### src/rtl/mem_bus_arbiter.sv
// Two-master arbiter for a single memory port. One master owns the bus per
// transaction; the arbiter drives the memory address/data/strobe, waits the
// fixed read latency, returns read data and pulses a one-cycle ack.
module mem_bus_arbiter #(
  parameter int ADDR_W     = 8,
  parameter int DATA_W     = 8,
  parameter int MEM_LAT    = 1,
  parameter int FIXED_PRIO = 0
) (
  input  logic              clk,
  input  logic              reset,
  input  logic              m0_req,
  input  logic              m0_we,
  input  logic [ADDR_W-1:0] m0_addr,
  input  logic [DATA_W-1:0] m0_wdata,
  output logic              m0_gnt,
  output logic              m0_ack,
  output logic [DATA_W-1:0] m0_rdata,
  input  logic              m1_req,
  input  logic              m1_we,
  input  logic [ADDR_W-1:0] m1_addr,
  input  logic [DATA_W-1:0] m1_wdata,
  output logic              m1_gnt,
  output logic              m1_ack,
  output logic [DATA_W-1:0] m1_rdata,
  output logic [ADDR_W-1:0] address,
  output logic [DATA_W-1:0] to_memory,
  output logic              write,
  input  logic [DATA_W-1:0] from_memory,
  output logic              busy
);

  typedef enum logic [1:0] {IDLE, ISSUE, WAIT, DONE} state_t;

  // Wait counter is 3 bits wide, enough for latencies 1..7.
  localparam logic [2:0] LAT = 3'(MEM_LAT);

  state_t              r_state;
  state_t              w_next_state;
  logic                w_start;
  logic                w_sel;
  logic                w_capture;

  logic                r_owner;
  logic                r_last;
  logic                r_we;
  logic [2:0]          r_cnt;
  logic                r_m0_gnt;
  logic                r_m1_gnt;
  logic                r_m0_ack;
  logic                r_m1_ack;
  logic [DATA_W-1:0]   r_m0_rdata;
  logic [DATA_W-1:0]   r_m1_rdata;
  logic [ADDR_W-1:0]   r_address;
  logic [DATA_W-1:0]   r_to_memory;
  logic                r_write;

  // State register.
  always_ff @(posedge clk) begin
    if (reset) r_state <= IDLE;
    else       r_state <= w_next_state;
  end

  // Next-state logic, owner selection and read-capture decision.
  always_comb begin
    w_next_state = r_state;
    w_start      = 1'b0;
    w_sel        = 1'b0;
    w_capture    = 1'b0;
    case (r_state)
      IDLE: begin
        if (m0_req || m1_req) begin
          w_start      = 1'b1;
          w_next_state = ISSUE;
          if (m0_req && m1_req)
            w_sel = (FIXED_PRIO != 0) ? 1'b0 : ~r_last;  // tie: fixed m0, or whoever was not served last
          else
            w_sel = m1_req;
        end
      end
      ISSUE: w_next_state = r_we ? DONE : WAIT;
      WAIT: begin
        // Counter value 1 marks the last latency cycle; <=1 also guards a zero load.
        if (r_cnt <= 3'd1) begin
          w_capture    = 1'b1;
          w_next_state = DONE;
        end
      end
      DONE:    w_next_state = IDLE;
      default: w_next_state = IDLE;
    endcase
  end

  // Registered outputs: memory port, grants, acks, read data and bookkeeping.
  always_ff @(posedge clk) begin
    if (reset) begin
      r_owner     <= 1'b0;
      r_last      <= 1'b1;
      r_we        <= 1'b0;
      r_cnt       <= 3'd0;
      r_m0_gnt    <= 1'b0;
      r_m1_gnt    <= 1'b0;
      r_m0_ack    <= 1'b0;
      r_m1_ack    <= 1'b0;
      r_m0_rdata  <= '0;
      r_m1_rdata  <= '0;
      r_address   <= '0;
      r_to_memory <= '0;
      r_write     <= 1'b0;
    end else begin
      r_m0_ack <= 1'b0;
      r_m1_ack <= 1'b0;
      case (r_state)
        IDLE: begin
          if (w_start) begin
            r_owner     <= w_sel;
            r_address   <= w_sel ? m1_addr  : m0_addr;
            r_to_memory <= w_sel ? m1_wdata : m0_wdata;
            r_we        <= w_sel ? m1_we    : m0_we;
            r_write     <= w_sel ? m1_we    : m0_we;
            if (w_sel) r_m1_gnt <= 1'b1;
            else       r_m0_gnt <= 1'b1;
          end
        end
        ISSUE: begin
          r_write <= 1'b0;
          r_cnt   <= LAT;
          if (r_we) begin
            if (r_owner) r_m1_ack <= 1'b1;
            else         r_m0_ack <= 1'b1;
          end
        end
        WAIT: begin
          r_cnt <= r_cnt - 3'd1;
          if (w_capture) begin
            if (r_owner) begin
              r_m1_rdata <= from_memory;
              r_m1_ack   <= 1'b1;
            end else begin
              r_m0_rdata <= from_memory;
              r_m0_ack   <= 1'b1;
            end
          end
        end
        DONE: begin
          r_last <= r_owner;
          if (r_owner) r_m1_gnt <= 1'b0;
          else         r_m0_gnt <= 1'b0;
        end
        default: ;
      endcase
    end
  end

  assign m0_gnt    = r_m0_gnt;
  assign m0_ack    = r_m0_ack;
  assign m0_rdata  = r_m0_rdata;
  assign m1_gnt    = r_m1_gnt;
  assign m1_ack    = r_m1_ack;
  assign m1_rdata  = r_m1_rdata;
  assign address   = r_address;
  assign to_memory = r_to_memory;
  assign write     = r_write;
  assign busy      = (r_state != IDLE);

endmodule

### config.mk
export PLATFORM = sky130hd
export DESIGN_NAME = mem_bus_arbiter
export DESIGN_NICKNAME = d
export VERILOG_FILES = /design/src/rtl/mem_bus_arbiter.sv
export SDC_FILE = /design/constraint.sdc
export NUM_CORES = 1
export LEC_CHECK = 0
export ABC_AREA = 1
export BUFFER_PORTS_ARGS = -buffer_cell sky130_fd_sc_hd__buf_4
export CAP_MARGIN = 0
export CORE_AREA = 4 4 69 71
export DETAILED_ROUTE_END_ITERATION = 12
export DIE_AREA = 0 0 73 75
export PLACE_DENSITY_LB_ADDON = 0.3
export SYNTH_ARGS = -nofsm -noshare
export SYNTH_HDL_FRONTEND = slang
export SYNTH_SLANG_ARGS = --single-unit
### constraint.sdc
create_clock -name clk -period 2.8 [get_ports clk]
set_input_delay 0.28 -clock clk [delete_from_list [all_inputs] [get_ports clk]]
set_output_delay 0.28 -clock clk [all_outputs]
set_load 0.02 [all_outputs]
# == Word level (Yosys, flattened, before mapping) ==
# Cells that the tools add are included.
# totals
wordCells,75
inputBits,46
ff_bits,45
out_inout_bits,38
# op_classes
n_lt_le_gt_ge,1
reduce_logical,14
n_eq_ne,10
addsub,1
bitwise_logic,2
mux,33
# ops
operator,count
1-bit 2-to-1 mux,22
8-bit 2-to-1 mux,2
2-bit inequality test (second input constant),7
1-bit case mux with 2 select lines,5
2-bit case mux with 4 select lines,1
4-bit AND reduction,2
2-bit nonzero test,4
3-bit case mux with 2 select lines,1
2-bit AND reduction,3
3-bit AND reduction,2
2-bit equality test (second input constant),2
2-bit 2-to-1 mux,2
3-bit by 1-bit less-or-equal comparator with 1-bit output (second input constant),1
3-bit by 1-bit subtractor with 3-bit output (second input constant),1
2-bit by 1-bit equality test with 1-bit output (second input constant),1
2-bit logical NOT,1
1-bit inverter,2
1-bit logical AND,1
1-bit logical OR,1

# == Logic depth before layout (Yosys ltp) ==
# Gate-level depths: netlist (run 1).
# logic_depth
depth_word,7
ltp_mapped,9
depth_no_buf,8

# == Worst setup path before layout (run 1) ==
# No wires, ideal clock.
# synth_timing
kind,reg-to-reg
start,register r_state[0]
end,register r_address[1] (netlist: address[1])
path_slack_ns,1.425
period_less_slack_ns,1.375
arrival_time_ns,1.254
path_buffers,1
stages_incl_launch_ff,8
cell_sequence,dfxtp_1 -> inv_1 -> ha_1 -> nand3_2 -> clkinv_4 -> buf_8 -> o21ai_0 -> a21oi_1
# synth_between
elab_chain_len,3
# synth_lines
element,line_no,rtl
start: declaration,38,state_t r_state;
start signal: assignment,61,else r_state <= w_next_state;
2-bit logical NOT *,"70, 113",
1-bit 2-to-1 mux,70,case (r_state)
8-bit 2-to-1 mux / 2-bit AND reduction (equally long branches),--,
end signal: assignment,117,r_address <= w_sel ? m1_addr : m0_addr;
end: declaration,54,logic [ADDR_W-1:0] r_address;
# Mark *: on every way between the ends. The rest lies on a longest branch, timed or not.
# A chain may end at the register's enable or synchronous reset.

# == Final worst setup path (run 1) ==
# layout_timing
start,register r_state[0]
end,register r_we
# layout_between
elab_chain_len,3
# layout_lines
element,line_no,rtl
2-bit logical NOT *,"70, 113",
1-bit 2-to-1 mux,70,
1-bit 2-to-1 mux / 2-bit AND reduction (equally long branches),--,
end signal: assignment,119,r_we <= w_sel ? m1_we : m0_we;
end: declaration,46,logic r_we;
# Marks and branches as above.

==> impl_metrics.csv, run 1 <==
group,metric,value,unit
outcome,status,"finished, final reports clean",
detailed_routing,drt-total-wl,4.826,mm
detailed_routing,wl_per_cell,11.60,um
logic_synthesis,synthCells,286,
worst_setup_path,crit_path_max_fanout,33,
worst_setup_path,crit_end,"r_we",
place,place_ws,1.184,ns
detailed_routing,via_per_inst,4.837,
worst_setup_path,r2r_setup_slack,1.12,ns
grt,antenna_found_initial,0,
power,swShare,41.53,%
layout,final_layout_size_suffix_gt1_share,29.67,%
timing,tightest_slew,0.6144,ns
place,dpl.hpwl,3.610,mm
floorplanning,pin_count,84,
worst_setup_path,crit_required,3.01,ns
worst_setup_path,cp.arrival,1.90,ns
layout,final_common_cell,"buf_4",
logic_synthesis,synth_area_leader_cell,"dfxtp_1",
timing,slew_violations,0,
timing,rsz0062_at_grt,"no",
detailed_routing,drc_errors,0,
floorplanning,dieArea,5475,um^2
power,power_frac_comb,48.4,%
power,p_leak,1.372,nW
clocking,clk_pin_slew,0.07,ns
logic_synthesis,ys_seq_area_share,42.73,%
logic_synthesis,synth_cell_types,27,
floorplanning,die_w,73,um
power,p_switching,1.081,mW
power,pwr-share-seq,36.8,%
timing,hold_viol_final,0,
clocking,htree_levels,2,
grt,grt_max_degree,41,
logic_synthesis,avgSynthCellArea,7.372,um^2
floorplanning,start_util,49.79,%
logic_synthesis,synth_warnings,0,
power,vdd_drop_max,0.6437,mV
layout,multi_input_area,967.2,um^2
grt,grt_pass1_vias,1849,
clocking,cts_setup_buffers,0,
timing,slew_headroom,58.98,%
floorplanning,core.rowCount,24,
logic_synthesis,ys_seq_elements,45,
worst_setup_path,worst_setup_path_end_kind,"flip-flop",
layout,diodes,0,
layout,nets,416,
timing,setup_viol,0,
timing,setup_ws,1.116,ns
timing,fmax,594.0,MHz
grt,overflow,0,
timing,skew,0.004086,ns
grt,grt_usage,18.57,%
place,routabilityCongestion,0.7934,
grt,grt_first_pass_wirelength,8.045,mm
layout,area_delta_synth_final,31.45,%
worst_setup_path,timing.rr.start,"r_state[0]",
hold_path,min_path_type,"in2reg",
clocking,cts_tree,"built",
timing,min_period,1.684,ns
layout,final_cell_mix,"buf_4 (83), nand2_1 (53), dfxtp_1 (45), nor2_1 (38), inv_1 (29)",
power,power_density,939.7,nW/um^2
detailed_routing,drt_first_pass_iters,4,
clocking,insertion_delay,0.28,ns
layout,regArea,900.9,um^2
place,placed_cell_area,2685,um^2
logic_synthesis,syn_nets,338,
timing,period_share,60.13,%
clocking,numClockSinks,45,
logic_synthesis,synth.area.top_cells,"dfxtp_1 (43%), nand2_1 (9.4%), nor2_1 (6.8%), o21ai_0 (6.2%), a21oi_1 (5.5%)",
place,port_buffers,83,
detailed_routing,vias,2012,
power,p_int,1.523,mW
floorplanning,coreArea,4234,um^2
clocking,cts_buffers,5,
clocking,hold_buffers,0,
clocking,clk_root_buffer_cell,"clkbuf_8",
layout,finalInstanceArea,2771,um^2
worst_setup_path,criticalPathCategory,"reg2reg",
detailed_routing,drt_iter0_markers,88,
worst_setup_path,rr_worst_depth,6,
run,max_cap_viol_count,0,
logic_synthesis,synth_top_area_share,42.73,%
power,pwr-share-clk,14.8,%
timing,tns,0,ns
floorplanning,die_h,75,um
logic_synthesis,synth_area,2108,um^2
layout,fillCellCount,390,
worst_setup_path,reg2reg_to,"r_we",
worst_setup_path,crit_path_start,"r_state[0]",
clocking,cts_resized,0,
clocking,cts.path.max_buffers,2,
worst_setup_path,crit_path_start_kind,"flip-flop",
detailed_routing,ant_nets,0,
==> registers in the layout, indices dropped and copies added (netlist names) <==
register / flops
m0_gnt: 1
r_state: 2
r_we: 1
to_memory: 8
r_last: 1
m1_ack: 1
m0_ack: 1
address: 8
r_cnt: 3
m1_gnt: 1
m1_rdata: 8
m0_rdata: 8
write: 1
r_owner: 1
==> worst min path at each step <==
stage               startpoint          to  depth (start not counted)
floorplan                reset      m0_gnt                          1
global placement        m0_gnt      m0_gnt                          2
detailed placement      m0_gnt      m0_gnt                          2
CTS                      reset      m0_gnt                          2
global route             reset  r_state[1]                          2
finish                   reset      m0_gnt                          2
==> worst max-delay path: stages, from the launching register on <==
cell and delay [ns]:
dfxtp_1 0.36, inv_1 0.12, ha_1 0.29, o21ai_2 0.14
inv_2 0.36, nand3_1 0.17, a21oi_1 0.18
==> power by group through the flow <==
stage	Sequential (mW)	Combinational, mW	Clock [mW]
after floorplan	1.14	0.718	0
after global placement	0.964	1.24	0
after detailed placement	0.968	1.27	0
after CTS	0.958	1.27	0.400
after global routing	0.984	1.41	0.423
final	0.958	1.26	0.386
==> final cells by class <==
cell class	count	share of cell area, %
flip-flops and latches	45	32.51
multi-input cells	196	34.90
clock buffers	7	3.115
well taps	52	2.348
repair buffers	83	22.48
inverters	33	4.650
==> cell families (layout without fill, tap and decap cells) <==
kind of cell / Yosys count / in the layout / share of synthesized area (%)
DFF: 45 / 45 / 42.73
AOI/OAI and AO/OA: 66 / 66 / 16.50
adders and majority gates: 6 / 6 / 3.561
and+or+nand+nor: 124 / 124 / 25.82
buffers and inverters: 45 / 123 / 11.39
==> per-layer routing <==
metal  up-vias  track usage [%]  wire [um]
li1       1061                -          -
met1       904            21.85       2039
met2        42            34.06       2459
met3         5            4.005        279
met4         0            4.918         48
met5         -                0          0
==> synthesized netlist by cell type <==
| cell | count |
|---|---|
| nand2_1 | 53 |
| dfxtp_1 | 45 |
| nor2_1 | 38 |
| inv_1 | 29 |
| o21ai_0 | 26 |
| a21oi_1 | 23 |
| nand3_1 | 12 |
| o21ai_1 | 12 |
| or2_2 | 8 |
| or2_0 | 7 |
| ha_1 | 6 |
| buf_6 | 5 |
| buf_2 | 3 |
| inv_2 | 3 |
| nand3_2 | 3 |
| nand2_2 | 2 |
| a21boi_2 | 1 |
| a221oi_1 | 1 |
| a31oi_1 | 1 |
| buf_4 | 1 |
| buf_8 | 1 |
| clkbuf_1 | 1 |
| clkbuf_8 | 1 |
| clkinv_4 | 1 |
| o21a_1 | 1 |
| o21ai_2 | 1 |
| or2_1 | 1 |
==> stage by stage <==
step	hold WS, ns	util (%)	instances	total power, mW
floorplan	0.3491	-	286	1.857
global placement	0.4518	63.42	409	2.204
detailed placement	0.4537	63.42	409	2.237
CTS	0.2009	65.46	416	2.632
global route	0.2028	65.46	416	2.822
finish	0.2063	65.46	416	2.604
No activity file was read; power rests on OpenSTA's default activity.
==> run 2, diff against run 1 <==
--- a/config.mk
+++ b/config.mk
@@ -5,12 +5,12 @@
 export SDC_FILE = /design/constraint.sdc
 export NUM_CORES = 1
 export LEC_CHECK = 0
-export ABC_AREA = 1
+export ABC_AREA = 0
 export BUFFER_PORTS_ARGS = -buffer_cell sky130_fd_sc_hd__buf_4
 export CAP_MARGIN = 0
-export CORE_AREA = 4 4 69 71
+export CORE_AREA = 4 4 73 75
 export DETAILED_ROUTE_END_ITERATION = 12
-export DIE_AREA = 0 0 73 75
+export DIE_AREA = 0 0 77 79
 export PLACE_DENSITY_LB_ADDON = 0.3
 export SYNTH_ARGS = -nofsm -noshare
 export SYNTH_HDL_FRONTEND = slang
==> constraint.sdc (replaced) <==
create_clock -name clk -period 1.6 [get_ports clk]
set_input_delay 0.16 -clock clk [delete_from_list [all_inputs] [get_ports clk]]
set_output_delay 0.16 -clock clk [all_outputs]
set_load 0.02 [all_outputs]
==> impl_metrics.csv, run 2 <==
group,metric,value,unit
logic_synthesis,ys_seq_area_share,40.22,%
logic_synthesis,synth_cell_types,40,
logic_synthesis,syn_nets,289,
grt,grt_pass1_vias,1932,
logic_synthesis,synth_most_common_cell,"dfxtp_1",
grt,overflow,0,
logic_synthesis,synth-edff-count,0,
logic_synthesis,synth_area,2240,um^2
timing,tightest_slew,0.3706,ns
logic_synthesis,synthCells,237,
detailed_routing,via_per_inst,5.168,
logic_synthesis,synth_area_leader_cell,"dfxtp_1",
place,port_buffers,83,
clocking,clk_pin_slew,0.08,ns
layout,nets,371,
logic_synthesis,ys_seq_elements,45,
power,p_leak,1.355,nW
floorplanning,dieArea,6083,um^2
logic_synthesis,avgSynthCellArea,9.450,um^2
clocking,cts_tree,"built",
worst_setup_path,worst_setup_path_end_kind,"flip-flop",
timing,rsz0062_at_grt,"yes",
grt,antenna_found_initial,0,
worst_setup_path,crit_required,1.80,ns
run,max_cap_viol_count,0,
layout,final_layout_size_suffix_gt1_share,38.13,%
timing,setup_ws,0.1001,ns
clocking,cts_buffers,5,
timing,fmax,666.7,MHz
floorplanning,coreArea,4661,um^2
layout,final_common_cell,"buf_4",
timing,slew_headroom,75.24,%
layout,fillCellCount,396,
floorplanning,core.rowCount,25,
worst_setup_path,criticalPathCategory,"reg2reg",
floorplanning,die_h,79,um
clocking,clk_root_buffer_cell,"clkbuf_8",
place,routabilityCongestion,0.7635,
timing,hold_viol_final,0,
place,dp.cells,365,
clocking,numClockSinks,45,
logic_synthesis,synth_top_area_share,40.22,%
floorplanning,pin_count,84,
detailed_routing,drt_first_pass_iters,4,
clocking,insertion_delay,0.29,ns
outcome,status,"finished, final reports clean",
clocking,cts.path.max_buffers,2,
grt,grt_max_degree,42,
timing,slew_violations,0,
detailed_routing,drc_errors,0,
detailed_routing,ant_nets,0,
logic_synthesis,ys_async_sr_fraction,0,%
layout,area_delta_synth_final,36.37,%
clocking,htree_levels,2,
floorplanning,die_w,77,um
worst_setup_path,crit_path_start_kind,"flip-flop",
timing,whs,0.1597,ns
power,power_density,1434,nW/um^2
layout,final_cell_mix,"buf_4 (87), dfxtp_1 (43), nand2b_1 (29), inv_1 (22), a21oi_1 (22)",
hold_path,min_path_type,"in2reg",
timing,period_share,93.75,%
detailed_routing,drt-total-wl,5.272,mm
worst_setup_path,crit_path_max_fanout,16,
logic_synthesis,synthTopCellsByCount,"dfxtp_1 (45), nand2b_1 (29), inv_1 (23)",
logic_synthesis,synth_warnings,0,
worst_setup_path,cp.arrival,1.70,ns
timing,min_period,1.500,ns
layout,regArea,903.4,um^2
logic_synthesis,synth.area.top_cells,"dfxtp_1 (40%), nand2b_1 (8.1%), mux2i_1 (7.6%), o32ai_2 (7.3%), a21oi_1 (4.9%)",
logic_synthesis,synth_ff_type,"dfxtp_1",
detailed_routing,wl_per_cell,14.10,um
timing,setup_viol,0,
place,dpl.hpwl,3.918,mm
detailed_routing,drt_iter0_markers,82,
layout,fin_cells,374,
grt,grt_usage,17.74,%
layout,multi_input_area,1181,um^2
clocking,hold_buffers,0,
grt,grt_first_pass_wirelength,8.963,mm
detailed_routing,vias,1933,
power,vdd_drop_max,0.6825,mV
place,place_ws,-0.0009701,ns
timing,skew,0.004428,ns
layout,diodes,0,
floorplanning,start_util,48.05,%
-- run 2: logic make-up after synthesis --
group / share of synthesized area [%]
flops: 40.22
buf+inv: 8.435
compound gates: 22.12
simple gates: 18.27
fa+ha+maj: 3.352
mux: 7.598
-- run 2: cell type report --
class	count	area share, %
sequential	45	29.58
tap	54	2.212
clock inverter	2	0.3277
multi-input combinational	153	38.67
inverter	23	2.827
clock buffer	6	2.376
timing repair buffer	91	24.01
-- run 2: worst max-delay path, cell delays in order (launching register included) --
cell and delay [ns]:
dfxtp_2 0.35, inv_1 0.12, ha_4 0.17, o21ai_2 0.06, or2_1 0.20, buf_4 0.21, o32ai_2 0.29
-- run 2: per-stage QoR --
stage	utilization, %	TNS (ns)	area (um^2)	power [mW]
5_1_grt	65.53	-0.01096	3054	4.662
3_3_place_gp	62.60	0	2918	3.550
2_1_floorplan	-	0	2240	2.934
4_1_cts	64.86	0	3023	4.325
3_5_place_dp	62.60	-0.0009701	2918	3.598
6_report	65.53	0	3054	4.381
-- run 2: final timing paths --
path | depth (start not counted) | slack, ns | to | startpoint
worst max-delay path | 6 | 0.10 | address[4] | r_state[1]
worst min-delay path | 3 | 0.16 | m1_rdata[7] | from_memory[7]
worst max register to register | 6 | 0.10 | address[4] | r_state[1]
worst min register to register | 2 | 0.46 | to_memory[3] | to_memory[3]
-- run 2: what timing repair did --
action | in CTS | in global routing
endpoints found under the setup margin | 7 | 27
setup buffers | 1 | 0
pin swaps | 0 | 0
gates resized for setup | 2 | 7
-- run 2: metal layers --
layer | global-route usage (%) | wire length (um) | vias to the layer above
met1 | 22.07 | 2305 | 878
met4 | 4.270 | 34 | 0
met3 | 6.009 | 487 | 4
li1 | - | - | 977
met5 | 0 | 0 | -
met2 | 29.70 | 2445 | 74
-- run 2: power by group --
| group | switching [mW] | internal, mW | total [mW] |
|---|---|---|---|
| registers | 0.175 | 1.37 | 1.54 |
| clock network | 0.365 | 0.303 | 0.668 |
| logic | 1.14 | 1.03 | 2.17 |
| total | 1.68 | 2.70 | 4.38 |
